File: config.mk
export PLATFORM = sky130hd
export DESIGN_NAME = nh_lcd_responder
export DESIGN_NICKNAME = d
export VERILOG_FILES = /design/src/rtl/nh_lcd_pkg.sv /design/src/rtl/nh_lcd_bus_sync.sv /design/src/rtl/nh_lcd_responder.sv
export SDC_FILE = /design/constraint.sdc
export NUM_CORES = 1
export LEC_CHECK = 0
export CORE_ASPECT_RATIO = 2
export CORE_MARGIN = 2
export CORE_UTILIZATION = 45
export DETAILED_ROUTE_END_ITERATION = 10
export GPL_TIMING_DRIVEN = 0
export HOLD_SLACK_MARGIN = 0.06
export PLACE_DENSITY_LB_ADDON = 0.3
export SETUP_SLACK_MARGIN = 0.2
export SYNTH_ARGS = -nofsm -noshare
export SYNTH_HDL_FRONTEND = slang
export SYNTH_SLANG_ARGS = --single-unit
export TNS_END_PERCENT = 20
File: constraint.sdc
create_clock -name clk -period 5 [get_ports clk]
set_input_delay 0.5 -clock clk [delete_from_list [all_inputs] [get_ports clk]]
set_output_delay 0.5 -clock clk [all_outputs]
set_load 0.005 [all_outputs]
File: src/rtl/nh_lcd_pkg.sv
// Shared opcodes, FSM state encoding and read-back helper for the LCD responder.
package nh_lcd_pkg;

    localparam logic [7:0] CMD_READ_ID   = 8'h04;
    localparam logic [7:0] CMD_COL_ADDR  = 8'h2A;
    localparam logic [7:0] CMD_PAGE_ADDR = 8'h2B;
    localparam logic [7:0] CMD_MEM_WRITE = 8'h2C;
    localparam logic [7:0] CMD_TE_OFF    = 8'h34;
    localparam logic [7:0] CMD_TE_ON     = 8'h35;
    localparam logic [7:0] CMD_MEM_CONT  = 8'h3C;

    // Read index stops here; anything at or beyond it reads back as zero.
    localparam logic [2:0] READ_IDX_MAX  = 3'd4;

    // Parameter bytes beyond the fourth in an address window are ignored.
    localparam logic [2:0] ADDR_IDX_MAX  = 3'd4;

    typedef enum logic [2:0] {
        ST_IDLE      = 3'd0,
        ST_MEM_WRITE = 3'd1,
        ST_COL_ADDR  = 3'd2,
        ST_PAGE_ADDR = 3'd3,
        ST_READ_ID   = 3'd4
    } lcd_state_t;

    // Byte returned by the read-ID sequence: a dummy byte, then the 3 ID bytes.
    function automatic logic [7:0] read_id_byte(input logic [2:0] idx, input logic [23:0] id);
        logic [7:0] b;
        case (idx)
            3'd1:    b = id[23:16];
            3'd2:    b = id[15:8];
            3'd3:    b = id[7:0];
            default: b = 8'h00;
        endcase
        return b;
    endfunction

endpackage

File: src/rtl/nh_lcd_bus_sync.sv
// Two-flop synchronizers for the host bus plus edge detection on the strobes.
module nh_lcd_bus_sync (
    input  logic       clk,
    input  logic       rst,
    input  logic       reset_n_async,
    input  logic       cs_n_async,
    input  logic       rs_async,
    input  logic       write_n_async,
    input  logic       read_n_async,
    input  logic [7:0] data_async,
    output logic       panel_reset_n,
    output logic       cs_n,
    output logic       rs,
    output logic       write_n,
    output logic       read_n,
    output logic [7:0] data,
    output logic       write_rise,
    output logic       read_fall,
    output logic       read_rise
);

    logic [1:0] reset_n_q;
    logic [1:0] cs_n_q;
    logic [1:0] rs_q;
    logic [1:0] write_n_q;
    logic [1:0] read_n_q;
    logic [7:0] data_q0;
    logic [7:0] data_q1;
    logic       write_n_d;
    logic       read_n_d;

    // Two-stage synchronizers; strobes and chip select idle high, the rest low.
    always_ff @(posedge clk or negedge rst) begin
        if (!rst) begin
            reset_n_q <= 2'b00;
            cs_n_q    <= 2'b11;
            rs_q      <= 2'b00;
            write_n_q <= 2'b11;
            read_n_q  <= 2'b11;
            data_q0   <= 8'h00;
            data_q1   <= 8'h00;
        end else begin
            reset_n_q <= {reset_n_q[0], reset_n_async};
            cs_n_q    <= {cs_n_q[0], cs_n_async};
            rs_q      <= {rs_q[0], rs_async};
            write_n_q <= {write_n_q[0], write_n_async};
            read_n_q  <= {read_n_q[0], read_n_async};
            data_q0   <= data_async;
            data_q1   <= data_q0;
        end
    end

    // Previous synchronized strobe levels, used to find edges.
    always_ff @(posedge clk or negedge rst) begin
        if (!rst) begin
            write_n_d <= 1'b1;
            read_n_d  <= 1'b1;
        end else begin
            write_n_d <= write_n_q[1];
            read_n_d  <= read_n_q[1];
        end
    end

    assign panel_reset_n = reset_n_q[1];
    assign cs_n          = cs_n_q[1];
    assign rs            = rs_q[1];
    assign write_n       = write_n_q[1];
    assign read_n        = read_n_q[1];
    assign data          = data_q1;

    assign write_rise = write_n_q[1] && !write_n_d;
    assign read_fall  = !read_n_q[1] && read_n_d;
    assign read_rise  = read_n_q[1] && !read_n_d;

endmodule

File: src/rtl/nh_lcd_responder.sv
// Host-side LCD panel responder: command decode, pixel/address capture,
// ID read-back and tearing-effect generation.
module nh_lcd_responder
    import nh_lcd_pkg::*;
#(
    parameter logic [23:0] ID_VALUE  = 24'h7F8A3C,
    parameter logic [31:0] TE_PERIOD = 32'd1000,
    parameter logic [31:0] TE_WIDTH  = 32'd10
) (
    input  logic        clk,
    input  logic        rst,
    input  logic        i_reset_n,
    input  logic        i_cs_n,
    input  logic        i_register_data_sel,
    input  logic        i_write_n,
    input  logic        i_read_n,
    input  logic [7:0]  i_data,
    output logic [7:0]  o_data,
    output logic        o_read_en,
    output logic        o_tearing_effect,
    output logic        o_cmd_stb,
    output logic [7:0]  o_cmd,
    output logic        o_param_stb,
    output logic [7:0]  o_param,
    output logic        o_pixel_stb,
    output logic [23:0] o_pixel,
    output logic [31:0] o_pixel_count,
    output logic [15:0] o_col_start,
    output logic [15:0] o_col_end,
    output logic [15:0] o_page_start,
    output logic [15:0] o_page_end,
    output logic        o_bus_error
);

    logic       panel_reset_n;
    logic       cs_n_s;
    logic       rs_s;
    logic       write_n_s;
    logic       read_n_s;
    logic [7:0] data_s;
    logic       write_rise;
    logic       read_fall;
    logic       read_rise;

    lcd_state_t state;
    lcd_state_t next_state;

    logic        te_en;
    logic [31:0] te_cnt;
    logic [2:0]  byte_idx;
    logic [2:0]  read_idx;
    logic [7:0]  addr_hi;
    logic        wr_kill;
    logic        rd_kill;

    logic soft_reset;
    logic conflict;
    logic wr_accept;
    logic cmd_accept;
    logic data_accept;
    logic rd_start;
    logic te_set;
    logic te_clr;
    logic count_clear;

    nh_lcd_bus_sync u_bus_sync (
        .clk           (clk),
        .rst           (rst),
        .reset_n_async (i_reset_n),
        .cs_n_async    (i_cs_n),
        .rs_async      (i_register_data_sel),
        .write_n_async (i_write_n),
        .read_n_async  (i_read_n),
        .data_async    (i_data),
        .panel_reset_n (panel_reset_n),
        .cs_n          (cs_n_s),
        .rs            (rs_s),
        .write_n       (write_n_s),
        .read_n        (read_n_s),
        .data          (data_s),
        .write_rise    (write_rise),
        .read_fall     (read_fall),
        .read_rise     (read_rise)
    );

    // A simultaneous write and read is a protocol violation; both are dropped.
    assign soft_reset  = !panel_reset_n;
    assign conflict    = !write_n_s && !read_n_s && !cs_n_s;
    assign wr_accept   = write_rise && !cs_n_s && !wr_kill;
    assign cmd_accept  = wr_accept && !rs_s;
    assign data_accept = wr_accept && rs_s;
    assign rd_start    = read_fall && !cs_n_s && !conflict;

    // FSM state register.
    always_ff @(posedge clk or negedge rst) begin
        if (!rst) begin
            state <= ST_IDLE;
        end else begin
            state <= next_state;
        end
    end

    // Command decode: any command byte redirects the FSM from any state.
    always_comb begin
        next_state  = state;
        te_set      = 1'b0;
        te_clr      = 1'b0;
        count_clear = 1'b0;
        if (cmd_accept) begin
            case (data_s)
                CMD_MEM_WRITE: begin
                    next_state  = ST_MEM_WRITE;
                    count_clear = 1'b1;
                end
                CMD_MEM_CONT:  next_state = ST_MEM_WRITE;
                CMD_COL_ADDR:  next_state = ST_COL_ADDR;
                CMD_PAGE_ADDR: next_state = ST_PAGE_ADDR;
                CMD_READ_ID:   next_state = ST_READ_ID;
                CMD_TE_ON: begin
                    next_state = ST_IDLE;
                    te_set     = 1'b1;
                end
                CMD_TE_OFF: begin
                    next_state = ST_IDLE;
                    te_clr     = 1'b1;
                end
                default:       next_state = ST_IDLE;
            endcase
        end
        if (soft_reset) begin
            next_state = ST_IDLE;
        end
    end

    // Write datapath: strobes, pixel assembly and address window capture.
    always_ff @(posedge clk or negedge rst) begin
        if (!rst) begin
            o_cmd_stb     <= 1'b0;
            o_cmd         <= 8'h00;
            o_param_stb   <= 1'b0;
            o_param       <= 8'h00;
            o_pixel_stb   <= 1'b0;
            o_pixel       <= 24'h000000;
            o_pixel_count <= 32'd0;
            o_col_start   <= 16'h0000;
            o_col_end     <= 16'h0000;
            o_page_start  <= 16'h0000;
            o_page_end    <= 16'h0000;
            byte_idx      <= 3'd0;
            addr_hi       <= 8'h00;
        end else if (soft_reset) begin
            o_cmd_stb     <= 1'b0;
            o_cmd         <= 8'h00;
            o_param_stb   <= 1'b0;
            o_param       <= 8'h00;
            o_pixel_stb   <= 1'b0;
            o_pixel       <= 24'h000000;
            o_pixel_count <= 32'd0;
            o_col_start   <= 16'h0000;
            o_col_end     <= 16'h0000;
            o_page_start  <= 16'h0000;
            o_page_end    <= 16'h0000;
            byte_idx      <= 3'd0;
            addr_hi       <= 8'h00;
        end else begin
            o_cmd_stb   <= 1'b0;
            o_param_stb <= 1'b0;
            o_pixel_stb <= 1'b0;
            if (cmd_accept) begin
                o_cmd_stb <= 1'b1;
                o_cmd     <= data_s;
                byte_idx  <= 3'd0;
                if (count_clear) begin
                    o_pixel_count <= 32'd0;
                end
            end else if (data_accept) begin
                case (state)
                    ST_MEM_WRITE: begin
                        case (byte_idx)
                            3'd0: begin
                                o_pixel[23:16] <= data_s;
                                byte_idx       <= 3'd1;
                            end
                            3'd1: begin
                                o_pixel[15:8] <= data_s;
                                byte_idx      <= 3'd2;
                            end
                            default: begin
                                o_pixel[7:0] <= data_s;
                                o_pixel_stb  <= 1'b1;
                                byte_idx     <= 3'd0;
                                if (o_pixel_count != 32'hFFFF_FFFF) begin
                                    o_pixel_count <= o_pixel_count + 32'd1;
                                end
                            end
                        endcase
                    end
                    ST_COL_ADDR, ST_PAGE_ADDR: begin
                        o_param_stb <= 1'b1;
                        o_param     <= data_s;
                        case (byte_idx)
                            3'd0, 3'd2: addr_hi <= data_s;
                            3'd1: begin
                                if (state == ST_COL_ADDR) o_col_start  <= {addr_hi, data_s};
                                else                      o_page_start <= {addr_hi, data_s};
                            end
                            3'd3: begin
                                if (state == ST_COL_ADDR) o_col_end  <= {addr_hi, data_s};
                                else                      o_page_end <= {addr_hi, data_s};
                            end
                            default: ;
                        endcase
                        if (byte_idx != ADDR_IDX_MAX) begin
                            byte_idx <= byte_idx + 3'd1;
                        end
                    end
                    default: begin
                        o_param_stb <= 1'b1;
                        o_param     <= data_s;
                    end
                endcase
            end
        end
    end

    // Read side, conflict tracking and the sticky bus error flag.
    always_ff @(posedge clk or negedge rst) begin
        if (!rst) begin
            o_read_en   <= 1'b0;
            o_data      <= 8'h00;
            read_idx    <= 3'd0;
            wr_kill     <= 1'b0;
            rd_kill     <= 1'b0;
            o_bus_error <= 1'b0;
        end else begin
            if (conflict) begin
                o_bus_error <= 1'b1;
            end
            if (soft_reset) begin
                o_read_en <= 1'b0;
                o_data    <= 8'h00;
                read_idx  <= 3'd0;
                wr_kill   <= 1'b0;
                rd_kill   <= 1'b0;
            end else begin
                if (write_rise) begin
                    wr_kill <= 1'b0;
                end
                if (conflict) begin
                    wr_kill   <= 1'b1;
                    rd_kill   <= 1'b1;
                    o_read_en <= 1'b0;
                end else if (rd_start) begin
                    o_read_en <= 1'b1;
                    o_data    <= (state == ST_READ_ID) ? read_id_byte(read_idx, ID_VALUE) : 8'h00;
                end else if (read_rise) begin
                    if (rd_kill) begin
                        rd_kill <= 1'b0;
                    end else if (o_read_en) begin
                        o_read_en <= 1'b0;
                        if (read_idx != READ_IDX_MAX) begin
                            read_idx <= read_idx + 3'd1;
                        end
                    end
                end
                if (cmd_accept && (data_s == CMD_READ_ID)) begin
                    read_idx <= 3'd0;
                end
            end
        end
    end

    // Tearing-effect counter, free-running only while enabled.
    always_ff @(posedge clk or negedge rst) begin
        if (!rst) begin
            te_en  <= 1'b0;
            te_cnt <= 32'd0;
        end else if (soft_reset) begin
            te_en  <= 1'b0;
            te_cnt <= 32'd0;
        end else begin
            if (te_clr) begin
                te_en  <= 1'b0;
                te_cnt <= 32'd0;
            end else if (te_set && !te_en) begin
                te_en  <= 1'b1;
                te_cnt <= 32'd0;
            end else if (te_en) begin
                te_cnt <= (te_cnt >= TE_PERIOD - 32'd1) ? 32'd0 : te_cnt + 32'd1;
            end
        end
    end

    assign o_tearing_effect = te_en && (te_cnt < TE_WIDTH);

endmodule

# Yosys cells after proc, flatten, opt, wreduce, memory -nomap -nowiden
# Index checks and enable logic that the tools add are counted.
dict set report op_classes {
  add_sub_neg 4
  n_lt_le_gt_ge 2
  eq_ne 55
  mux 106
  reduce_logical 43
}
# op count
set op_table {}
lappend op_table {{$mux W32} 12}
lappend op_table {{$mux W16} 22}
lappend op_table {{$mux W8} 18}
lappend op_table {{$mux W24} 4}
lappend op_table {{$add A32 B1 Y32 const B} 2}
lappend op_table {{$ne A3 B3 Y1 const B} 17}
lappend op_table {{$eq A8 B6 Y1 const B} 6}
lappend op_table {{$mux W3} 14}
lappend op_table {{$ge A32 B10 Y1 const B} 1}
lappend op_table {{$lt A32 B4 Y1 const B} 1}
lappend op_table {{$mux W1} 32}
lappend op_table {{$ne A32 B32 Y1 const B} 1}
lappend op_table {{$ne A2 B2 Y1 const B} 15}
lappend op_table {{$reduce_and A5 Y1} 5}
lappend op_table {{$pmux W8 S3} 1}
lappend op_table {{$ne A4 B4 Y1 const B} 5}
lappend op_table {{$eq A3 B2 Y1 const B} 6}
lappend op_table {{$reduce_and A4 Y1} 4}
lappend op_table {{$logic_and A1 B1 Y1} 14}
lappend op_table {{$pmux W3 S4} 1}
lappend op_table {{$eq A3 B1 Y1 const B} 3}
lappend op_table {{$logic_not A1 Y1} 9}
lappend op_table {{$eq A8 B3 Y1 const B} 1}
lappend op_table {{$reduce_or A2 Y1} 4}
lappend op_table {{other kinds (8)} 12}
dict set report totals {
  register_bits 229
  input_bits 15
  output_inout_bits 150
  wordCells 243
}

# Depth between registers and ports, before layout
dict set report depth {
  depth_word 10
  mapped_depth 9
  mapped_depth_nobuf 7
}

# By module
# From an unflattened synthesis, not the netlist that was laid out.
dict set report hier_totals {
  cells_unflattened 876
  hier_area_um2 9504.1
}
# module n_inst cells_each area_each_um2 seq_area_each_um2
set by_module_without_submodules {}
lappend by_module_without_submodules {nh_lcd_responder 1 845 8772.2 4954.8}
lappend by_module_without_submodules {nh_lcd_bus_sync 1 31 732.0 710.7}

# Least setup slack after synthesis
# OpenSTA, ideal clock, no wires.
dict set report synth_path {
  path_kind {flip-flop to flip-flop}
  startpoint {register u_bus_sync.write_n_q[1]}
  endpoint {register te_cnt[0]}
  setup_ns 0.125
  arrival_ns 2.226
  required_ns 4.875
  setup_slack_ns 2.649
  path_stages_with_launch 7
  path_buffers 2
  period_less_slack_ns 2.351
  path_cell_list {dfstp_2 -> or4b_2 -> clkbuf_1 -> nor4_4 -> nor3_1 -> clkbuf_1 -> mux2_2}
}
dict set report synth_between {
  elab_chain_cells 9
  elab_cells_between_ends 11
  classes_between {eq/ne (1); mux (5); reduce/logical (5)}
}
# item line
set synth_rtl {}
lappend synth_rtl {{start: declaration} nh_lcd_bus_sync.sv:25} ;# logic [1:0] write_n_q;
lappend synth_rtl {{start signal: assignment} nh_lcd_bus_sync.sv:46} ;# write_n_q <= {write_n_q[0], write_n_async};
lappend synth_rtl {{$logic_and A1 B1 Y1 (*)} nh_lcd_bus_sync.sv:71} ;# assign write_rise = write_n_q[1] && !write_n_d;
lappend synth_rtl {{$logic_and A1 B1 Y1 (*) (2 in a row)} nh_lcd_responder.sv:89} ;# assign wr_accept = write_rise && !cs_n_s && !wr_kill;
lappend synth_rtl {{$logic_and A1 B1 Y1 (*)} nh_lcd_responder.sv:90} ;# assign cmd_accept = wr_accept && !rs_s;
lappend synth_rtl {{$mux W1} nh_lcd_responder.sv:109} ;# if (cmd_accept) begin
lappend synth_rtl {{$logic_and A1 B1 Y1} nh_lcd_responder.sv:285} ;# end else if (te_set && !te_en) begin
lappend synth_rtl {{$mux W32} nh_lcd_responder.sv:285}
lappend synth_rtl {{$mux W32} nh_lcd_responder.sv:282} ;# if (te_clr) begin
lappend synth_rtl {{$mux W32} nh_lcd_responder.sv:278} ;# end else if (soft_reset) begin
lappend synth_rtl {{end signal: assignment} nh_lcd_responder.sv:289} ;# te_cnt <= (te_cnt >= TE_PERIOD - 32'd1) ? 32'd0 : te_cnt + 32'd1;
lappend synth_rtl {{end: declaration} nh_lcd_responder.sv:49} ;# logic [31:0] te_cnt;
# Mark *: on every way between the ends. The rest lies on a longest branch, timed or not.
# A chain may end at the register's enable or synchronous reset.

# Worst setup path after layout
dict set report layout_path {
  startpoint {register byte_idx[0]}
  endpoint {register o_pixel_count[21]}
}
dict set report layout_between {
  elab_chain_cells 4
  elab_cells_between_ends 5
  classes_between {eq/ne (2); reduce/logical (3)}
}
# item line
set layout_rtl {}
lappend layout_rtl {{start: declaration} nh_lcd_responder.sv:50} ;# logic [2:0] byte_idx;
lappend layout_rtl {{start signal: assignment} nh_lcd_responder.sv:214} ;# byte_idx <= byte_idx + 3'd1;
lappend layout_rtl {{$eq A3 B1 Y1 or $logic_not A3 Y1 (tied branches)} nh_lcd_responder.sv:179} ;# case (byte_idx)
lappend layout_rtl {{$reduce_or A2 Y1 (no source line) (*)} n/a}
lappend layout_rtl {{$ne A3 B3 Y1 (no source line) (*)} n/a}
lappend layout_rtl {{$reduce_and A5 Y1 (no source line) (*)} n/a}
lappend layout_rtl {{end signal: assignment} nh_lcd_responder.sv:193} ;# o_pixel_count <= o_pixel_count + 32'd1;
lappend layout_rtl {{end: declaration} nh_lcd_responder.sv:27} ;# output logic [31:0] o_pixel_count,
# Marked as above.

==> flow_metrics.py <==
metrics = {
    "run_status": {
        "status": "completed",
    },
    "synth": {
        "synth_fa_ha_area_frac": 0.0160,
        "synth_top_area_frac": 0.580,
        "syn_area_mm2": 0.00940,
        "synth_ff_type": "dfrtp_1",
        "synthTopCellsByCount": "dfrtp_1, nand2_1, o21ai_0, a21oi_1, nor2_1",
        "synth_cells": 890,
        "synth_xor_area_frac": 0.000932,
        "syn-num-nets": 917,
        "yosysTopAreaCell": "dfrtp_1",
        "synth-edff-count": 0,
        "synth-seq-area-share": 0.603,
        "synth_top_family_by_area": "simple AND/OR/NAND/NOR gates",
        "synth_area_leaders": "dfrtp_1, nand2_1, o21ai_0, o31ai_1, a21oi_1",
        "synthSimpleGateAreaFrac": 0.180,
        "ys_warn_count": 0,
        "avgSynthCellArea_um2": 10.6,
        "async_flop_share": 1.00,
        "synth_mux_area_frac": 0.0268,
        "ys_types": 53,
        "yosysMostFrequentCell": "dfrtp_1",
        "synth_compound_area_frac": 0.140,
        "yosys_register_bits": 226,
    },
    "timing": {
        "worst_slew_pin_slew_ns": 1.23,
        "max_freq_mhz": 309,
        "post-route-period-util": 0.648,
        "fin_ws_ns": 1.76,
        "skew_ns": 0.00966,
        "relSlewSlack": 0.176,
        "slew_viol_final": 0,
        "grt_setup_unrepaired": "false",
        "setup_violations": 0,
        "whs_ns": 0.350,
        "layout_min_cycle_time_ns": 3.24,
        "finalHoldViolCount": 0,
    },
    "layout": {
        "fillers": 1758,
        "syn_to_final_growth_pct": 28.6,
        "diodes": 0,
        "finish.net_count": 1106,
        "drive_gt1_frac": 0.0814,
    },
    "clocking": {
        "clock_path_buffers": 3,
        "clock_sinks": 226,
        "path_clk_slew_ns": 0.07,
        "cts_hold_buf": 1,
        "cts.repair.resized": 0,
        "htreeDepth": 1,
        "cts_made_buffers": 20,
        "root_buffer": "clkbuf_16",
        "cts_setup_buffers": 0,
        "cts_tree": "built",
        "worstSkewPairLatency_ns": 0.50,
    },
    "power": {
        "p_sw_mw": 0.910,
        "sequentialPowerShare": 0.515,
        "clkPwrFrac": 0.395,
        "p_sw_frac": 0.238,
        "comb_power_share": 0.090,
        "p_leak_nw": 5.11,
        "powerDensity_mw_per_mm2": 316,
        "p_int_mw": 2.91,
        "peakVddDrop_v": 0.000276,
    },
    "route": {
        "antenna_left": 0,
        "drt-initial-drc-count": 378,
        "vias": 7567,
        "viasPerCell": 5.57,
        "drt_first_pass_iters": 5,
        "drc": 0,
        "wirelength_um": 25100,
        "wl_per_cell_um": 18.5,
    },
    "global_routing": {
        "antenna_found_initial": 0,
        "track_usage": 0.229,
        "grt_pass1_vias": 7650,
        "grt-ovfl-total": 0,
        "grt_start_max_net_pins": 112,
        "grt_pass1_wl_um": 40200,
    },
    "floorplanning": {
        "rows": 74,
        "io-pin-count": 165,
        "core-area_mm2": 0.0205,
        "start_util": 0.459,
        "die_area_mm2": 0.0221,
        "fp.dieH_um": 208,
        "die_w_um": 106,
    },
    "worst_setup_path": {
        "rr_worst_depth": 9,
        "slowest_delay_ns": 0.73,
        "crit_fanout": 10,
        "crit_type": "flip-flop to flip-flop",
        "critical_path_arrival_ns": 3.65,
        "path_cells": "inv_1, ha_1, o21bai_1, a41oi_1, o41a_1, buf_2, buf_1, o31ai_1, a21oi_1",
        "cp-start-kind": "flip-flop",
        "crit_slowest_cell": "a41oi_1",
        "cp.required_ns": 5.41,
        "cp-end-kind": "flip-flop",
    },
    "place": {
        "io_buffers": 164,
        "dp_hpwl_um": 18400,
        "dpl_worst_slack_ns": 1.80,
        "gp_congestion": 0.872,
    },
    "flow_run": {
        "maxCapViolations": 0,
    },
    "hold_path": {
        "hp-class": "flip-flop to flip-flop",
        "hold_depth": 0,
    },
}
==> through the flow <==
stage                TNS, ns  area (µm²)  total power, mW  instances   util
floorplan                  0        9400             2.11        890      -
global placement    -1287.30       11400             2.34       1320  0.556
detailed placement         0       11400             2.35       1322  0.559
CTS                        0       12100             3.86       1359  0.591
global route               0       12100             3.98       1359  0.591
finish                     0       12100             3.82       1359  0.591
==> power groups by stage <==
| stage | registers (mW) | clock network (mW) | logic (mW) |
|---|---|---|---|
| 2_1_floorplan | 1.99 | 0 | 0.124 |
| 3_3_place_gp | 2.00 | 0 | 0.336 |
| 3_5_place_dp | 2.00 | 0 | 0.348 |
| 4_1_cts | 1.97 | 1.54 | 0.350 |
| 5_1_grt | 1.97 | 1.62 | 0.383 |
| 6_report | 1.97 | 1.51 | 0.344 |
==> sequential cells by signal (all words and copies together), names as in the netlist, 16 cells and up <==
register       count
te_cnt            32
o_col_end         16
o_page_end        16
o_pixel_count     32
o_col_start       16
o_pixel           24
o_page_start      16
==> worst paths after layout <==
kind / slack (ns) / endpoint / start
max in group asynchronous: 3.31 / u_bus_sync.cs_n_q[1] / rst
min in group asynchronous: 0.45 / u_bus_sync.data_q0[0] / rst
worst min register to register: 0.35 / u_bus_sync.reset_n_q[1] / u_bus_sync.reset_n_q[0]
worst max-delay path: 1.76 / o_pixel_count[21] / byte_idx[0]
worst max register to register: 1.76 / o_pixel_count[21] / byte_idx[0]
worst min-delay path: 0.35 / u_bus_sync.reset_n_q[1] / u_bus_sync.reset_n_q[0]
==> routing by layer <==
layer | share of wire | up-vias | GRT usage | wire length, µm
met2 | 0.56 | 237 | 0.434 | 14200
met4 | 0.039 | 0 | 0.0971 | 983
li1 | - | 3526 | - | -
met3 | 0.043 | 57 | 0.0282 | 1070
met1 | 0.35 | 3747 | 0.250 | 8920
met5 | 0 | - | 0 | 0
==> placed cells by master, fill, tap and decap left out, types with 3 or more instances in the layout <==
master / instances
o31ai_1: 34
dfrtp_1: 218
a41oi_1: 4
ha_1: 12
nor4_1: 13
a211oi_1: 3
mux2i_1: 6
inv_1: 27
o41ai_1: 4
o21ai_0: 97
nand3_1: 38
or4_1: 15
and3_1: 8
nor3_1: 13
and2_1: 33
nand2b_1: 8
buf_4: 8
a31oi_1: 8
a22o_1: 10
clkbuf_8: 5
clkdlybuf4s50_1: 163
clkbuf_16: 21
clkinv_2: 8
mux2_2: 17
nor2_1: 40
dfstp_2: 8
nand2_1: 137
a21oi_1: 45
nand4_1: 16
buf_2: 8
clkbuf_1: 28
==> logic make-up (layout without fill, tap and decap cells) <==
family,Yosys count,after routing
simple gates,338,338
compound gates,219,219
xor+xnor,1,1
buf+inv,71,274
flops,226,226
fa+ha+maj,12,12
mux,23,23
==> final cells by class <==
class / instances / area, µm² / share of cell area
buffer: 44 / 205 / 0.0170
clock buffer: 28 / 602 / 0.0498
clock inverter: 8 / 40.0 / 0.00331
inverter: 27 / 101 / 0.00839
multi-input combinational: 593 / 3430 / 0.283
sequential: 226 / 5670 / 0.469
tap: 266 / 333 / 0.0275
timing repair buffer: 167 / 1710 / 0.142
==> worst max-delay path: cells and delay by family, from the launching register on <==
kind / cells / cell delay [ns]
flip-flops: 1 / 0.43
adder cells (fa/ha/maj): 1 / 0.26
AO/OA/AOI/OAI: 5 / 1.65
buffers and inverters: 3 / 0.81
(Power assumes the default switching activity.)
